==> src/rtl/fifo_spram_port_ctrl_pkg.sv <==
// Shared types and default widths for the single-port-RAM FIFO port controller.
package fifo_spram_pkg;

  localparam int DATA_W_DEF = 8;
  localparam int ADDR_W_DEF = 3;

  // Output-stage state: what the show-ahead register currently holds
  typedef enum logic [1:0] {
    OUT_EMPTY = 2'd0,
    OUT_FETCH = 2'd1,
    OUT_HOLD  = 2'd2
  } out_state_e;

endpackage

==> src/rtl/fifo_spram_port_ctrl_if.sv <==
// Push/pop handshakes, address-unit hooks and RAM port of the FIFO port controller.
interface fifo_spram_port_ctrl_if #(
  parameter int DATA_W = 8,
  parameter int ADDR_W = 3
);
  logic              push_valid;
  logic [DATA_W-1:0] push_data;
  logic              push_ready;
  logic              pop_valid;
  logic [DATA_W-1:0] pop_data;
  logic              pop_ready;
  logic              au_empty;
  logic              au_full;
  logic [ADDR_W-1:0] au_r_adr;
  logic [ADDR_W-1:0] au_w_adr;
  logic              au_re;
  logic              au_we;
  logic              mem_cs;
  logic              mem_wen;
  logic [ADDR_W-1:0] mem_addr;
  logic [DATA_W-1:0] mem_wdata;
  logic [DATA_W-1:0] mem_rdata;

  // Controller side
  modport slave (
    input  push_valid, push_data, pop_ready,
    input  au_empty, au_full, au_r_adr, au_w_adr, mem_rdata,
    output push_ready, pop_valid, pop_data,
    output au_re, au_we, mem_cs, mem_wen, mem_addr, mem_wdata
  );

  // Environment side: producer, consumer, address unit and RAM
  modport master (
    output push_valid, push_data, pop_ready,
    output au_empty, au_full, au_r_adr, au_w_adr, mem_rdata,
    input  push_ready, pop_valid, pop_data,
    input  au_re, au_we, mem_cs, mem_wen, mem_addr, mem_wdata
  );
endinterface

==> src/rtl/fifo_spram_port_ctrl_out_stage.sv <==
// Show-ahead output stage: tracks the head word from RAM read to pop.
module fifo_out_stage
  import fifo_spram_pkg::*;
#(
  parameter int DATA_W = DATA_W_DEF
) (
  input  logic              clk,
  input  logic              rst,
  input  logic              rd_grant,
  input  logic [DATA_W-1:0] mem_rdata,
  input  logic              pop_ready,
  output logic              need_fill,
  output logic              pop_valid,
  output logic [DATA_W-1:0] pop_data
);

  out_state_e state_q;
  out_state_e state_d;

  assign pop_valid = (state_q == OUT_HOLD);
  // The register wants a new word when empty or when its word leaves this cycle
  assign need_fill = (state_q == OUT_EMPTY) | (pop_valid & pop_ready);

  // State register; reset drops any held word and any read in flight
  always_ff @(posedge clk) begin
    if (rst) state_q <= OUT_EMPTY;
    else     state_q <= state_d;
  end

  // Next state: a granted read always lands one cycle later
  always_comb begin
    state_d = state_q;
    unique case (state_q)
      OUT_EMPTY: if (rd_grant) state_d = OUT_FETCH;
      OUT_FETCH: state_d = OUT_HOLD;
      OUT_HOLD: begin
        // A pop without a grant means the RAM was empty
        if (pop_ready) state_d = rd_grant ? OUT_FETCH : OUT_EMPTY;
      end
      default: state_d = OUT_EMPTY;
    endcase
  end

  // Head-word register: loads RAM data in the cycle after the read access
  always_ff @(posedge clk) begin
    if (rst)                       pop_data <= '0;
    else if (state_q == OUT_FETCH) pop_data <= mem_rdata;
  end

endmodule

==> src/rtl/fifo_spram_port_ctrl.sv <==
// Arbitrates the single RAM port between pushes and head refills, and
// drives the address unit's pointer-advance strobes.
module fifo_spram_port_ctrl
  import fifo_spram_pkg::*;
#(
  parameter int DATA_W = DATA_W_DEF,
  parameter int ADDR_W = ADDR_W_DEF
) (
  input logic                   clk,
  input logic                   rst,
  fifo_spram_port_ctrl_if.slave bus
);

  logic need_fill;
  logic rd_grant;
  logic wr_grant;

  // Grant logic and port muxing; refill reads win so the head never starves
  always_comb begin
    rd_grant       = ~rst & need_fill & ~bus.au_empty;
    bus.push_ready = ~rst & ~bus.au_full & ~rd_grant;
    wr_grant       = bus.push_valid & bus.push_ready;
    bus.au_re      = rd_grant;
    bus.au_we      = wr_grant;
    bus.mem_cs     = rd_grant | wr_grant;
    bus.mem_wen    = wr_grant;
    bus.mem_addr   = wr_grant ? bus.au_w_adr : bus.au_r_adr;
    bus.mem_wdata  = bus.push_data;
  end

  fifo_out_stage #(.DATA_W(DATA_W)) u_out_stage (
    .clk       (clk),
    .rst       (rst),
    .rd_grant  (rd_grant),
    .mem_rdata (bus.mem_rdata),
    .pop_ready (bus.pop_ready),
    .need_fill (need_fill),
    .pop_valid (bus.pop_valid),
    .pop_data  (bus.pop_data)
  );

endmodule

==> src/flat_wrapper.sv <==
// flat-port wrapper written by rule: the top's interface ports become plain ports
module fifo_spram_port_ctrl_flat import fifo_spram_pkg::*;
#(
  parameter int DATA_W = DATA_W_DEF,
  parameter int ADDR_W = ADDR_W_DEF
)
  (clk, rst, bus_push_valid, bus_push_data, bus_pop_ready, bus_au_empty, bus_au_full, bus_au_r_adr, bus_au_w_adr, bus_mem_rdata, bus_push_ready, bus_pop_valid, bus_pop_data, bus_au_re, bus_au_we, bus_mem_cs, bus_mem_wen, bus_mem_addr, bus_mem_wdata);
  fifo_spram_port_ctrl_if #(.DATA_W(DATA_W), .ADDR_W(ADDR_W)) bus_i ();
  input logic clk;
  input logic rst;
  input wire logic [$bits(bus_i.push_valid)-1:0] bus_push_valid;
  input wire logic [$bits(bus_i.push_data)-1:0] bus_push_data;
  input wire logic [$bits(bus_i.pop_ready)-1:0] bus_pop_ready;
  input wire logic [$bits(bus_i.au_empty)-1:0] bus_au_empty;
  input wire logic [$bits(bus_i.au_full)-1:0] bus_au_full;
  input wire logic [$bits(bus_i.au_r_adr)-1:0] bus_au_r_adr;
  input wire logic [$bits(bus_i.au_w_adr)-1:0] bus_au_w_adr;
  input wire logic [$bits(bus_i.mem_rdata)-1:0] bus_mem_rdata;
  output wire logic [$bits(bus_i.push_ready)-1:0] bus_push_ready;
  output wire logic [$bits(bus_i.pop_valid)-1:0] bus_pop_valid;
  output wire logic [$bits(bus_i.pop_data)-1:0] bus_pop_data;
  output wire logic [$bits(bus_i.au_re)-1:0] bus_au_re;
  output wire logic [$bits(bus_i.au_we)-1:0] bus_au_we;
  output wire logic [$bits(bus_i.mem_cs)-1:0] bus_mem_cs;
  output wire logic [$bits(bus_i.mem_wen)-1:0] bus_mem_wen;
  output wire logic [$bits(bus_i.mem_addr)-1:0] bus_mem_addr;
  output wire logic [$bits(bus_i.mem_wdata)-1:0] bus_mem_wdata;
  assign bus_i.push_valid = bus_push_valid;
  assign bus_i.push_data = bus_push_data;
  assign bus_i.pop_ready = bus_pop_ready;
  assign bus_i.au_empty = bus_au_empty;
  assign bus_i.au_full = bus_au_full;
  assign bus_i.au_r_adr = bus_au_r_adr;
  assign bus_i.au_w_adr = bus_au_w_adr;
  assign bus_i.mem_rdata = bus_mem_rdata;
  assign bus_push_ready = bus_i.push_ready;
  assign bus_pop_valid = bus_i.pop_valid;
  assign bus_pop_data = bus_i.pop_data;
  assign bus_au_re = bus_i.au_re;
  assign bus_au_we = bus_i.au_we;
  assign bus_mem_cs = bus_i.mem_cs;
  assign bus_mem_wen = bus_i.mem_wen;
  assign bus_mem_addr = bus_i.mem_addr;
  assign bus_mem_wdata = bus_i.mem_wdata;
  fifo_spram_port_ctrl #(.DATA_W(DATA_W), .ADDR_W(ADDR_W)) u_core (.clk(clk), .rst(rst), .bus(bus_i));
endmodule
==> config.mk <==
export PLATFORM = sky130hd
export DESIGN_NAME = fifo_spram_port_ctrl_flat
export DESIGN_NICKNAME = d
export VERILOG_FILES = /design/src/rtl/fifo_spram_port_ctrl_pkg.sv /design/src/rtl/fifo_spram_port_ctrl_if.sv /design/src/rtl/fifo_spram_port_ctrl_out_stage.sv /design/src/rtl/fifo_spram_port_ctrl.sv /design/src/flat_wrapper.sv
export SDC_FILE = /design/constraint.sdc
export NUM_CORES = 1
export LEC_CHECK = 0
export BUFFER_PORTS_ARGS = -buffer_cell sky130_fd_sc_hd__buf_4
export CAP_MARGIN = 20
export CORE_MARGIN = 3
export CORE_UTILIZATION = 34
export DETAILED_ROUTE_END_ITERATION = 6
export GPL_ROUTABILITY_DRIVEN = 0
export GPL_TIMING_DRIVEN = 0
export HOLD_SLACK_MARGIN = 0.08
export PLACE_DENSITY = 0.77
export SYNTH_ARGS = -nofsm -noshare
export SYNTH_HDL_FRONTEND = slang
export SYNTH_SLANG_ARGS = --single-unit
==> constraint.sdc <==
create_clock -name clk -period 1.55 [get_ports clk]
set_clock_uncertainty 0.15 [all_clocks]
set_input_delay 0.2325 -clock clk [delete_from_list [all_inputs] [get_ports clk]]
set_output_delay 0.2325 -clock clk [all_outputs]
set_load 0.005 [all_outputs]
==> metrics <==
HP Class in -> reg; post-synth top area cell dfxtp_1; layout cell share with drive strength beyond 1 64.00%; post-synthesis sequential area ratio 37.56%; DR vias 643; Fillers 97; Initial Util 38.55%; Worst-path clk slew 0.06 ns; post-synthesis average cell area 8.738 um2; Clock Tree Buf Depth 2; Slew headroom 71.93%; non-filler instance count after layout 140; crit-path max cell delay 0.34 ns; #FFs+latches synth 10; r2r setup slk 0.17 ns; cell family with most CP delay compound AO/OA/AOI/OAI gates; Setup-failing EPs final 8; final worst setup slack -0.3041 ns; Core ar. 0.001383 mm2; top achievable clock speed 0.5394 GHz; startpoint of the worst hold path bus_mem_rdata[6]; hold_ws 0.09225 ns; most common cell in the netlist nand2_1; via density per instance 4.593; synth unique cells 16; number of buffers added on ports 44; initial antenna violation count 0; final net count 154; TritonCTS clock tree yes; dpl hpwl 1.107 mm; Core Rows 13; Final Core Density 81.00%; WL final 1.621 mm; Peak supply drop 0.5905 mV; H-Tree Depth 1; run status finished, violations left; Commonest cells post-synth nand2_1, dfxtp_1, a21oi_1, buf_4, mux2_4; Post-route DRC 0; vias in the first global route 638; Post-synth EDFFs 0; final cycle utilization of the critical path 119.6%; Synth Net Count 89; FF-to-FF path depth 6; ys flop type dfxtp_1; wire per inst 11.58 um; reg2reg start u_core.u_out_stage.state_q[1]; GRT Util Overall 15.17%; Synth area leaders dfxtp_1, buf_4, nand2_1; Die X 45.60 um; power per cell area 641.9 mW/mm2; CTS buffer count 3; crit-path max FO 6; Worst EP arrival 1.47 ns; GR Overflow Total 0; Worst R2R End u_core.u_out_stage.state_q[1]; Pre-Repair DR Iteration Count 4; antenna viol nets, final 0; CP Launch Type register; die height 45.60 um; Area Overhead vs Synth 110.1%; fin crit period 1.854 ns; Antenna Cells 0; die footprint 0.002079 mm2; total of max-cap violations 0; WHS Endpoint u_core.u_out_stage.pop_data[6]; first-pass GRT wire length 2.442 mm; Hold Path Stages 3; Final Max Slew Viols 0; Critical Path RT 1.17 ns; largest net degree at the start of global routing 11; CP Depth 4; First DRT Iteration DRCs 4; RSZ-0062 raised after global routing yes; clock sink total 10; CP Capture Type output port; measured slew at the worst slew-check pin 0.4210 ns; failing checks negative setup slack; DP Area 882.1 um2; crit path cell chain nor2b_4 -> o311a_4 -> mux2_4 -> buf_6; I/O Pins 53; Synth Instances 61; leak pwr 0.5484 nW; Final Hold Fails 0; Slowest cell on crit path o311a_4; cell total after placement 120; warning count from the yosys run 0; combined buffer and inverter count along the critical path 1; final instance area 0.001120 mm2; asr flop ratio synth 0%; Setup Crit Path Kind reg -> out; Synth top area share 37.56%; Post-Syn Area 533.0 um2; clk root buf clkbuf_4; worst-skew pair later-pin latency 0.26 ns
==> repair_timing <==
action	4_1_cts	5_1_grt
endpoints found under the setup margin	7	8
resized for setup	9	6
setup buffers	3	5
hold buffers	8	0
hold endpoints to repair	8	0
pin swaps	0	0
==> kinds of logic (layout without fill, tap and decap cells) <==
group,Yosys count,count (layout),share of synthesized area (%)
flops,10,10,37.56
compound gates,11,11,14.32
simple gates,25,25,24.41
mux,3,3,8.450
buf+inv,12,76,15.26
==> power breakdown <==
group          switching [W]  internal (W)
sequential        0.00000804      0.000270
combinational      0.0000687      0.000144
clock              0.0000864      0.000142
total               0.000163      0.000556
==> routing by layer <==
metal | track usage [%] | up-vias | part of all wire (%)
li1 | - | 319 | -
met1 | 17.34 | 277 | 36
met2 | 27.58 | 47 | 46
met3 | 5.138 | 0 | 18
met4 | 1.754 | 0 | 0
met5 | 0 | - | 0
==> per-stage QoR <==
step           TNS [ns]  power [W]  worst slack (ns)
6_report         -1.926  0.0007188           -0.3041
5_1_grt          -2.217  0.0007552           -0.3376
4_1_cts          -1.807  0.0007164           -0.3230
3_5_place_dp    -0.2245  0.0004523          -0.06273
3_3_place_gp    -0.1903  0.0004482          -0.05432
2_1_floorplan         0  0.0003530           0.09032
==> worst max path at each step <==
stage | startpoint | end | slack, ns
6_report | u_core.u_out_stage.state_q[1] | bus_mem_addr[2] | -0.30
3_3_place_gp | u_core.u_out_stage.state_q[1] | bus_mem_addr[1] | -0.05
4_1_cts | u_core.u_out_stage.state_q[1] | bus_mem_addr[1] | -0.32
5_1_grt | u_core.u_out_stage.state_q[1] | bus_mem_cs | -0.34
2_1_floorplan | u_core.u_out_stage.state_q[1] | bus_mem_addr[0] | 0.09
3_5_place_dp | u_core.u_out_stage.state_q[1] | bus_mem_addr[1] | -0.06
==> flip-flops by register name (all words and copies together), names as in the netlist <==
name,flops
u_core.u_out_stage.pop_data,8
u_core.u_out_stage.state_q,2
==> worst reg2reg max path: stages, from the launching register on <==
cell and delay (ns):
dfxtp_2 0.34, nor2b_4 0.15, buf_4 0.12, buf_6 0.10, buf_4 0.10, or2b_1 0.21
a21oi_1 0.14
==> cell type report <==
cell class | count | area (um2) | share of cell area, %
timing repair buffer | 60 | 500.5 | 44.69
buffer | 12 | 85.08 | 7.598
clock buffer | 4 | 36.28 | 3.240
tap | 15 | 18.77 | 1.676
multi-input combinational | 39 | 274.0 | 24.47
sequential | 10 | 205.2 | 18.32
==> placed cells by master (no fill, tap or decap) <==
cell type and instances:
a21oi_1 9, dfxtp_1 8, o31a_4 1, dfxtp_4 1, or2_2 1, clkbuf_4 3, mux2_4 3, buf_2 2
o311a_4 1, nor4_4 1, buf_6 9, clkbuf_8 1, clkbuf_1 1, or2b_1 1, nor2b_4 1, nand2_1 16
nor4_1 1, dfxtp_2 1, buf_4 52, and2b_2 2, dlygate4sd3_1 8, or2b_2 1, nor2_1 1
Note: power is estimated with default switching activity, not from simulation.
